===== config.mk =====
export PLATFORM = sky130hd
export DESIGN_NAME = gamepad_event_scanner_flat
export DESIGN_NICKNAME = d
export VERILOG_FILES = /design/src/rtl/gamepad_pkg.sv /design/src/rtl/gamepad_event_scanner_if.sv /design/src/rtl/gp_event_fifo.sv /design/src/rtl/gamepad_event_scanner.sv /design/src/flat_wrapper.sv
export SDC_FILE = /design/constraint.sdc
export NUM_CORES = 1
export LEC_CHECK = 0
export CAP_MARGIN = 20
export CORE_UTILIZATION = 30
export CTS_CLUSTER_DIAMETER = 80
export DETAILED_ROUTE_END_ITERATION = 6
export PLACE_DENSITY = 0.57
export SETUP_SLACK_MARGIN = 0.4
export SLEW_MARGIN = 20
export SYNTH_ARGS = -nofsm -noshare
export SYNTH_HDL_FRONTEND = slang
export SYNTH_SLANG_ARGS = --single-unit

===== constraint.sdc =====
create_clock -name clk -period 7.42 [get_ports clk]
set_clock_uncertainty 0.15 [all_clocks]
set_input_delay 0.742 -clock clk [delete_from_list [all_inputs] [get_ports clk]]
set_output_delay 0.742 -clock clk [all_outputs]
set_load 0.01 [all_outputs]

===== src/rtl/gamepad_pkg.sv =====
// Shared constants for the gamepad event scanner: line indices, event field layout.
// Line index = bit position in {joystick, buttons}.
package gamepad_pkg;

  localparam int NUM_LINES = 12;

  localparam int IDX_DOWN   = 11;
  localparam int IDX_UP     = 10;
  localparam int IDX_RIGHT  = 9;
  localparam int IDX_LEFT   = 8;
  localparam int IDX_X      = 7;
  localparam int IDX_Y      = 6;
  localparam int IDX_A      = 5;
  localparam int IDX_B      = 4;
  localparam int IDX_TR     = 3;
  localparam int IDX_TL     = 2;
  localparam int IDX_START  = 1;
  localparam int IDX_SELECT = 0;

  localparam int EV_W         = 16;
  localparam int EV_PRESS_POS = 15;
  localparam int EV_IDX_LSB   = 11;
  localparam int EV_IDX_W     = 4;
  localparam int EV_TS_LSB    = 0;
  localparam int EV_TS_W      = 11;

  typedef struct packed {
    logic                press;
    logic [EV_IDX_W-1:0] idx;
    logic [EV_TS_W-1:0]  ts;
  } event_t;

  function automatic logic [EV_W-1:0] pack_event(input logic press,
                                                 input logic [EV_IDX_W-1:0] idx,
                                                 input logic [EV_TS_W-1:0] ts);
    event_t e;
    e.press = press;
    e.idx   = idx;
    e.ts    = ts;
    return e;
  endfunction

endpackage


===== src/rtl/gamepad_event_scanner_if.sv =====
// Event queue read port. Handshake: ev_data is meaningful whenever ev_valid=1;
// the consumer raises ev_pop for one cycle to retire the head; ev_pop with ev_valid=0 is ignored.
interface gamepad_event_scanner_if;
  import gamepad_pkg::*;

  logic            ev_valid;
  logic [EV_W-1:0] ev_data;
  logic            ev_pop;

  modport master (output ev_valid, output ev_data, input ev_pop);
  modport slave  (input ev_valid, input ev_data, output ev_pop);
endinterface


===== src/rtl/gp_event_fifo.sv =====
// First-word-fall-through event queue; push at full is accepted only when a pop frees a slot.
// DEPTH must be a power of two (>= 2) so the pointers wrap naturally.
module gp_event_fifo #(
  parameter int WIDTH = 16,
  parameter int DEPTH = 8
) (
  input  logic             clk,
  input  logic             rst_n,
  input  logic             push_i,
  input  logic [WIDTH-1:0] push_data_i,
  input  logic             pop_i,
  output logic [WIDTH-1:0] pop_data_o,
  output logic             full_o,
  output logic             empty_o
);
  localparam int AW = $clog2(DEPTH);

  logic [WIDTH-1:0] mem_q [DEPTH];
  logic [AW-1:0]    rd_q, wr_q;
  logic [AW:0]      cnt_q;
  logic             do_pop, do_push;

  assign empty_o = (cnt_q == '0);
  assign full_o  = (cnt_q == (AW+1)'(DEPTH));
  assign do_pop  = pop_i & ~empty_o;
  assign do_push = push_i & (~full_o | do_pop);

  // Forced to zero when empty so the head reads 0 out of reset.
  assign pop_data_o = empty_o ? '0 : mem_q[rd_q];

  always_ff @(posedge clk) begin
    if (do_push) mem_q[wr_q] <= push_data_i;
  end

  always_ff @(posedge clk or negedge rst_n) begin
    if (!rst_n) begin
      rd_q  <= '0;
      wr_q  <= '0;
      cnt_q <= '0;
    end else begin
      if (do_push) wr_q <= wr_q + 1'b1;
      if (do_pop)  rd_q <= rd_q + 1'b1;
      if (do_push && !do_pop)      cnt_q <= cnt_q + 1'b1;
      else if (do_pop && !do_push) cnt_q <= cnt_q - 1'b1;
    end
  end
endmodule


===== src/rtl/gamepad_event_scanner.sv =====
// Scans 12 active-low pad lines, debounces them on a 1 ms tick and queues press/release events.
// Define GAMEPAD_TIMESTAMP_EN to stamp events with a free-running ms counter (otherwise ts=0).
module gamepad_event_scanner
  import gamepad_pkg::*;
#(
  parameter int CLK_HZ      = 50000000,
  parameter int DEBOUNCE_MS = 10,
  parameter int FIFO_DEPTH  = 8
) (
  input  logic                    clk,
  input  logic                    rst_n,
  input  logic [3:0]              joystick,
  input  logic [7:0]              buttons,
  output logic [NUM_LINES-1:0]    state,
  gamepad_event_scanner_if.master ev,
  input  logic                    irq_en,
  output logic                    irq,
  output logic                    ovf,
  input  logic                    ovf_clr
);
  localparam int TICK_DIV = CLK_HZ / 1000;
  localparam int PRESC_W  = (TICK_DIV > 1) ? $clog2(TICK_DIV) : 1;
  localparam logic [PRESC_W-1:0] PRESC_LAST = PRESC_W'(TICK_DIV - 1);
  localparam logic [3:0] DB_LIMIT = 4'(DEBOUNCE_MS);

  logic [PRESC_W-1:0]   presc_q, presc_d;
  logic                 tick;
  logic [NUM_LINES-1:0] sync1_q, sync2_q;
  logic [NUM_LINES-1:0] state_q, state_d, pending_q, pending_d, toggle, clear_mask;
  logic [3:0]           cnt_q [NUM_LINES];
  logic [3:0]           cnt_d [NUM_LINES];
  logic [EV_IDX_W-1:0]  sel_idx;
  logic                 sel_press, push, pop, overflow;
  logic [EV_TS_W-1:0]   ts;
  logic [EV_W-1:0]      head_data;
  logic                 fifo_full, fifo_empty;
  logic                 irq_q, ovf_q;

  assign tick    = (presc_q == PRESC_LAST);
  assign presc_d = tick ? '0 : presc_q + 1'b1;

  // A line toggles only after DEBOUNCE_MS consecutive ticks disagreeing with its level.
  always_comb begin
    state_d = state_q;
    toggle  = '0;
    for (int i = 0; i < NUM_LINES; i++) begin
      cnt_d[i] = cnt_q[i];
      if (tick) begin
        if (sync2_q[i] == state_q[i]) begin
          cnt_d[i] = '0;
        end else if (cnt_q[i] + 4'd1 == DB_LIMIT) begin
          cnt_d[i]   = '0;
          state_d[i] = ~state_q[i];
          toggle[i]  = 1'b1;
        end else begin
          cnt_d[i] = cnt_q[i] + 4'd1;
        end
      end
    end
  end

  // Drain one pending line per cycle, lowest index first (downward scan: last hit wins).
  always_comb begin
    sel_idx    = '0;
    sel_press  = 1'b0;
    clear_mask = '0;
    for (int i = NUM_LINES - 1; i >= 0; i--) begin
      if (pending_q[i]) begin
        sel_idx    = EV_IDX_W'(i);
        sel_press  = state_q[i];
        clear_mask = '0;
        clear_mask[i] = 1'b1;
      end
    end
  end

  assign push      = |pending_q;
  assign pending_d = (pending_q & ~clear_mask) | toggle;
  assign pop       = ev.ev_pop & ~fifo_empty;
  assign overflow  = push & fifo_full & ~pop;

`ifdef GAMEPAD_TIMESTAMP_EN
  logic [EV_TS_W-1:0] ms_q;
  always_ff @(posedge clk or negedge rst_n) begin
    if (!rst_n)    ms_q <= '0;
    else if (tick) ms_q <= ms_q + 1'b1;
  end
  assign ts = ms_q;
`else
  assign ts = '0;
`endif

  always_ff @(posedge clk or negedge rst_n) begin
    if (!rst_n) begin
      presc_q   <= '0;
      sync1_q   <= '0;
      sync2_q   <= '0;
      state_q   <= '0;
      pending_q <= '0;
      irq_q     <= 1'b0;
      ovf_q     <= 1'b0;
      for (int i = 0; i < NUM_LINES; i++) cnt_q[i] <= '0;
    end else begin
      presc_q   <= presc_d;
      sync1_q   <= ~{joystick, buttons};
      sync2_q   <= sync1_q;
      state_q   <= state_d;
      pending_q <= pending_d;
      irq_q     <= ~fifo_empty & irq_en;
      ovf_q     <= (ovf_q & ~ovf_clr) | overflow;
      for (int i = 0; i < NUM_LINES; i++) cnt_q[i] <= cnt_d[i];
    end
  end

  gp_event_fifo #(
    .WIDTH (EV_W),
    .DEPTH (FIFO_DEPTH)
  ) u_fifo (
    .clk         (clk),
    .rst_n       (rst_n),
    .push_i      (push),
    .push_data_i (pack_event(sel_press, sel_idx, ts)),
    .pop_i       (ev.ev_pop),
    .pop_data_o  (head_data),
    .full_o      (fifo_full),
    .empty_o     (fifo_empty)
  );

  assign ev.ev_valid = ~fifo_empty;
  assign ev.ev_data  = head_data;
  assign state       = state_q;
  assign irq         = irq_q;
  assign ovf         = ovf_q;
endmodule


===== src/flat_wrapper.sv =====
// flat-port wrapper written by rule: the top's interface ports become plain ports
module gamepad_event_scanner_flat import gamepad_pkg::*;
#(
  parameter int CLK_HZ      = 50000000,
  parameter int DEBOUNCE_MS = 10,
  parameter int FIFO_DEPTH  = 8
)
  (clk, rst_n, joystick, buttons, state, irq_en, irq, ovf, ovf_clr, ev_ev_valid, ev_ev_data, ev_ev_pop);
  gamepad_event_scanner_if ev_i ();
  input  logic clk;
  input  logic rst_n;
  input  logic [3:0] joystick;
  input  logic [7:0] buttons;
  output logic [NUM_LINES-1:0] state;
  input  logic irq_en;
  output logic irq;
  output logic ovf;
  input  logic ovf_clr;
  output wire logic [$bits(ev_i.ev_valid)-1:0] ev_ev_valid;
  output wire logic [$bits(ev_i.ev_data)-1:0] ev_ev_data;
  input wire logic [$bits(ev_i.ev_pop)-1:0] ev_ev_pop;
  assign ev_ev_valid = ev_i.ev_valid;
  assign ev_ev_data = ev_i.ev_data;
  assign ev_i.ev_pop = ev_ev_pop;
  gamepad_event_scanner #(.CLK_HZ(CLK_HZ), .DEBOUNCE_MS(DEBOUNCE_MS), .FIFO_DEPTH(FIFO_DEPTH)) u_core (.clk(clk), .rst_n(rst_n), .joystick(joystick), .buttons(buttons), .state(state), .ev(ev_i), .irq_en(irq_en), .irq(irq), .ovf(ovf), .ovf_clr(ovf_clr));
endmodule

==> results_dict.tcl <==
set metrics [dict create \
    asyncSetResetFlopFracSynth_pct 75.6 \
    cts.root.buffer_cell "sky130_fd_sc_hd__clkbuf_16" \
    num_antenna_cells 0 \
    h_tree_levels 4 \
    clk_pin_slew_worst_paths_ps 70 \
    max_freq_mhz 262 \
    core_region_area_um2 27000 \
    initialDrtViolationCount 311 \
    final_common_cell "sky130_fd_sc_hd__dfrtp_1" \
    number_of_flip_flops_and_latches_in_the_synthesized_netlist 164 \
    switching_share_pct 20.8 \
    yosys_warnings 0 \
    netlist_area_um2 8250 \
    die_x_um 168 \
    synth.avg_cell_area_um2 11.1 \
    synth-edff-count 40 \
    unrepaired_setup_endpoints_after_global_routing "no" \
    finalWirelength_um 15900 \
    crit_slowest_cell "sky130_fd_sc_hd__nor4_1" \
    setup-violations-final 0 \
    layout-area-overhead-vs-synth_pct 15.2 \
    holdBufCountCts 0 \
    final_cell_mix "sky130_fd_sc_hd__dfrtp_1, sky130_fd_sc_hd__nand2_1, sky130_fd_sc_hd__o21ai_0" \
    drt-vias-per-instance 4.85 \
    rows 60 \
    numPortBuffers 36 \
    finalCritPeriodShare_pct 51.5 \
    final_antenna_violating_net_count 0 \
    outcome "finished clean" \
    final_layout_size_suffix_gt1_share_pct 12.1 \
    drv.max_cap_violation_count 0 \
    timing.critical_path.fanout_max 9 \
    tritoncts_clock_tree "done" \
    grt-ovfl-total 0 \
    ys_seq_area_share_pct 52.2 \
    power_density_nw_per_um2 195 \
    power.share.sequential_pct 50.4 \
    vdd_drop_max_v 0.000130 \
    cell_internal_pwr_mw 1.46 \
    power_frac_clock_pct 47.7 \
    synth_cell_type_count 55 \
    cts_setup_buffers 0 \
    critical_path_arrival_ps 4030 \
    layout.nets 826 \
    min_path_type "in -> async" \
    clock_latency_reported_for_the_late_side_of_the_worst_skew_pair_ps 430 \
    switchingPower_mw 0.385 \
    combinationalPowerShare_pct 2.0 \
    cts-buffers-inserted 17 \
    worst-setup-path-type "reg -> reg" \
    detailroute.via_count 5488 \
    grt_first_pass_wirelength_um 27200 \
    worst_path_largest_cell_delay_ps 910 \
    place_congestion 0.743 \
    clock_sinks 164 \
    wl_per_instance_um 14.0 \
    netlist_instances 742 \
    drt_first_pass_iters 5 \
    detailedPlacementHpwl_um 10500 \
    clk_path_buf_depth 2 \
    power.leakage_nw 3.99 \
    fin_total_pwr_mw 1.85 \
    dieArea_um2 28200 \
    reg2reg_slack_ps 3600 \
    fillers 2623 \
    number_of_ports_placed_on_the_die_boundary 48 \
    timing.critical_path.to_type "flop" \
    grt_use_total_pct 12.1 \
    worst-endpoint-required_ps 7630 \
    timing.setup.tns_ps 0 \
    effective_utilization_at_floorplan_pct 30.6 \
    period_minus_slack_ps 3820 \
    count_of_final_hold_check_violations 0 \
    report.final.slew_viol_count 0 \
    crit_chain "nor4_1 > nand4_1 > nand2_1 > inv_1 > ha_1 > inv_1 > ha_1 > a21o_1 > a21oi_1 > mux2i_1 > xnor2_1" \
    grt_start_max_net_pins 75 \
    drc 0 \
    die_height_um 168 \
    most_used_dff_post_synth "sky130_fd_sc_hd__dfrtp_1" \
    number_of_gates_resized_after_cts 0 \
    worst-slew-pin-transition_ps 1060 \
    max_slew_margin_pct 29.0 \
    startpoint_type "flop" \
    first_global_vias 5313 \
    grt_antenna_before_repair 0 \
]
worst max-delay path, delay by kind of cell (launching register included):
family | cells | cell delay (ps)
buffers and inverters | 2 | 220
AO/OA/AOI/OAI | 2 | 350
flip-flops | 1 | 470
multiplexers | 1 | 270
XOR/XNOR | 1 | 140
AND/OR/NAND/NOR | 3 | 1690
adder cells (fa/ha/maj) | 2 | 460
metrics by stage:
| stage | util, % | cell area [um^2] | setup WS (ps) | hold WS [ps] | cells |
|---|---|---|---|---|---|
| 2_1_floorplan | - | 8280 | 4270 | 181 | 752 |
| 3_3_place_gp | 33.0 | 8900 | 3800 | 184 | 1100 |
| 3_5_place_dp | 33.0 | 8900 | 3670 | 185 | 1100 |
| 4_1_cts | 35.2 | 9490 | 3660 | 199 | 1132 |
| 5_1_grt | 35.3 | 9500 | 3240 | 205 | 1132 |
| 6_report | 35.3 | 9500 | 3600 | 163 | 1132 |
sequential cells by signal (all words and copies together), names as in the netlist:
signal               cells
u_core.state            12
u_core.u_fifo.rd_q       3
u_core.u_fifo.mem_q     40
u_core.u_fifo.wr_q       3
u_core.cnt_q            48
u_core.sync2_q          12
u_core.pending_q        12
u_core.presc_q          16
u_core.irq               1
u_core.u_fifo.cnt_q      4
u_core.sync1_q          12
u_core.ovf               1
synthesized netlist by cell type (10+ instances only):
cell / n / area share [%]
sky130_fd_sc_hd__xnor2_1: 27 / 2.9
sky130_fd_sc_hd__nand2_1: 73 / 3.3
sky130_fd_sc_hd__mux4_2: 10 / 2.7
sky130_fd_sc_hd__nor2_1: 48 / 2.2
sky130_fd_sc_hd__edfxtp_1: 40 / 15
sky130_fd_sc_hd__ha_1: 30 / 4.6
sky130_fd_sc_hd__xor2_1: 12 / 1.3
sky130_fd_sc_hd__nand3b_1: 21 / 1.9
sky130_fd_sc_hd__a21bo_2: 16 / 1.9
sky130_fd_sc_hd__a21oi_1: 24 / 1.5
sky130_fd_sc_hd__mux2_2: 15 / 2.0
sky130_fd_sc_hd__o31ai_1: 12 / 1.1
sky130_fd_sc_hd__nand3_1: 32 / 1.9
sky130_fd_sc_hd__buf_4: 11 / 1.0
sky130_fd_sc_hd__inv_1: 35 / 1.6
sky130_fd_sc_hd__dfrtp_1: 124 / 38
sky130_fd_sc_hd__o21ai_0: 49 / 3.0
sky130_fd_sc_hd__nor3_1: 21 / 1.3
sky130_fd_sc_hd__and3_1: 10 / 0.76
sky130_fd_sc_hd__or2_2: 12 / 0.91
power groups by stage:
stage	Clock (mW)	Combinational, mW	Sequential (mW)
after floorplan	0	0.0160	0.948
after global placement	0	0.0377	0.949
after detailed placement	0	0.0380	0.949
after CTS	0.906	0.0381	0.932
after global routing	0.939	0.0424	0.932
final	0.882	0.0362	0.932
worst paths after layout:
path                                          start  cells after the start                      to
worst max-delay path            u_core.pending_q[0]                     11  u_core.u_fifo.cnt_q[3]
worst min-delay path                          rst_n                      1   u_core.u_fifo.rd_q[2]
worst max register to register  u_core.pending_q[0]                     11  u_core.u_fifo.cnt_q[3]
worst min register to register    u_core.sync1_q[2]                      0       u_core.sync2_q[2]
max in group asynchronous                     rst_n                      2         u_core.cnt_q[2]
min in group clk                  u_core.sync1_q[2]                      0       u_core.sync2_q[2]
metal layers:
layer / global-route usage [%] / routed length [um]
met3: 2.47 / 383
met4: 3.83 / 159
met5: 0 / 0
met2: 19.2 / 7530
met1: 16.4 / 7800
kinds of logic (layout without fill, tap and decap cells):
kind of cell / count (synthesis) / in the layout / share of synthesized area, %
xor+xnor: 39 / 39 / 4.14
mux: 32 / 32 / 5.63
compound gates: 153 / 153 / 13.4
other cells: 1 / 11 / 0.0455
flops: 164 / 164 / 52.2
buf+inv: 66 / 105 / 3.85
fa+ha+maj: 31 / 31 / 4.80
simple gates: 256 / 256 / 15.9
layout make-up:
type / count / area (um^2) / share of cell area (%)
Clock buffer: 18 / 429 / 4.52
Clock inverter: 14 / 160 / 1.69
Inverter: 35 / 131 / 1.38
Multi-Input combinational cell: 522 / 3670 / 38.7
Sequential cell: 164 / 4300 / 45.3
Tap cell: 341 / 427 / 4.49
Timing Repair Buffer: 38 / 377 / 3.96
No activity file was read; power rests on OpenSTA's default activity.
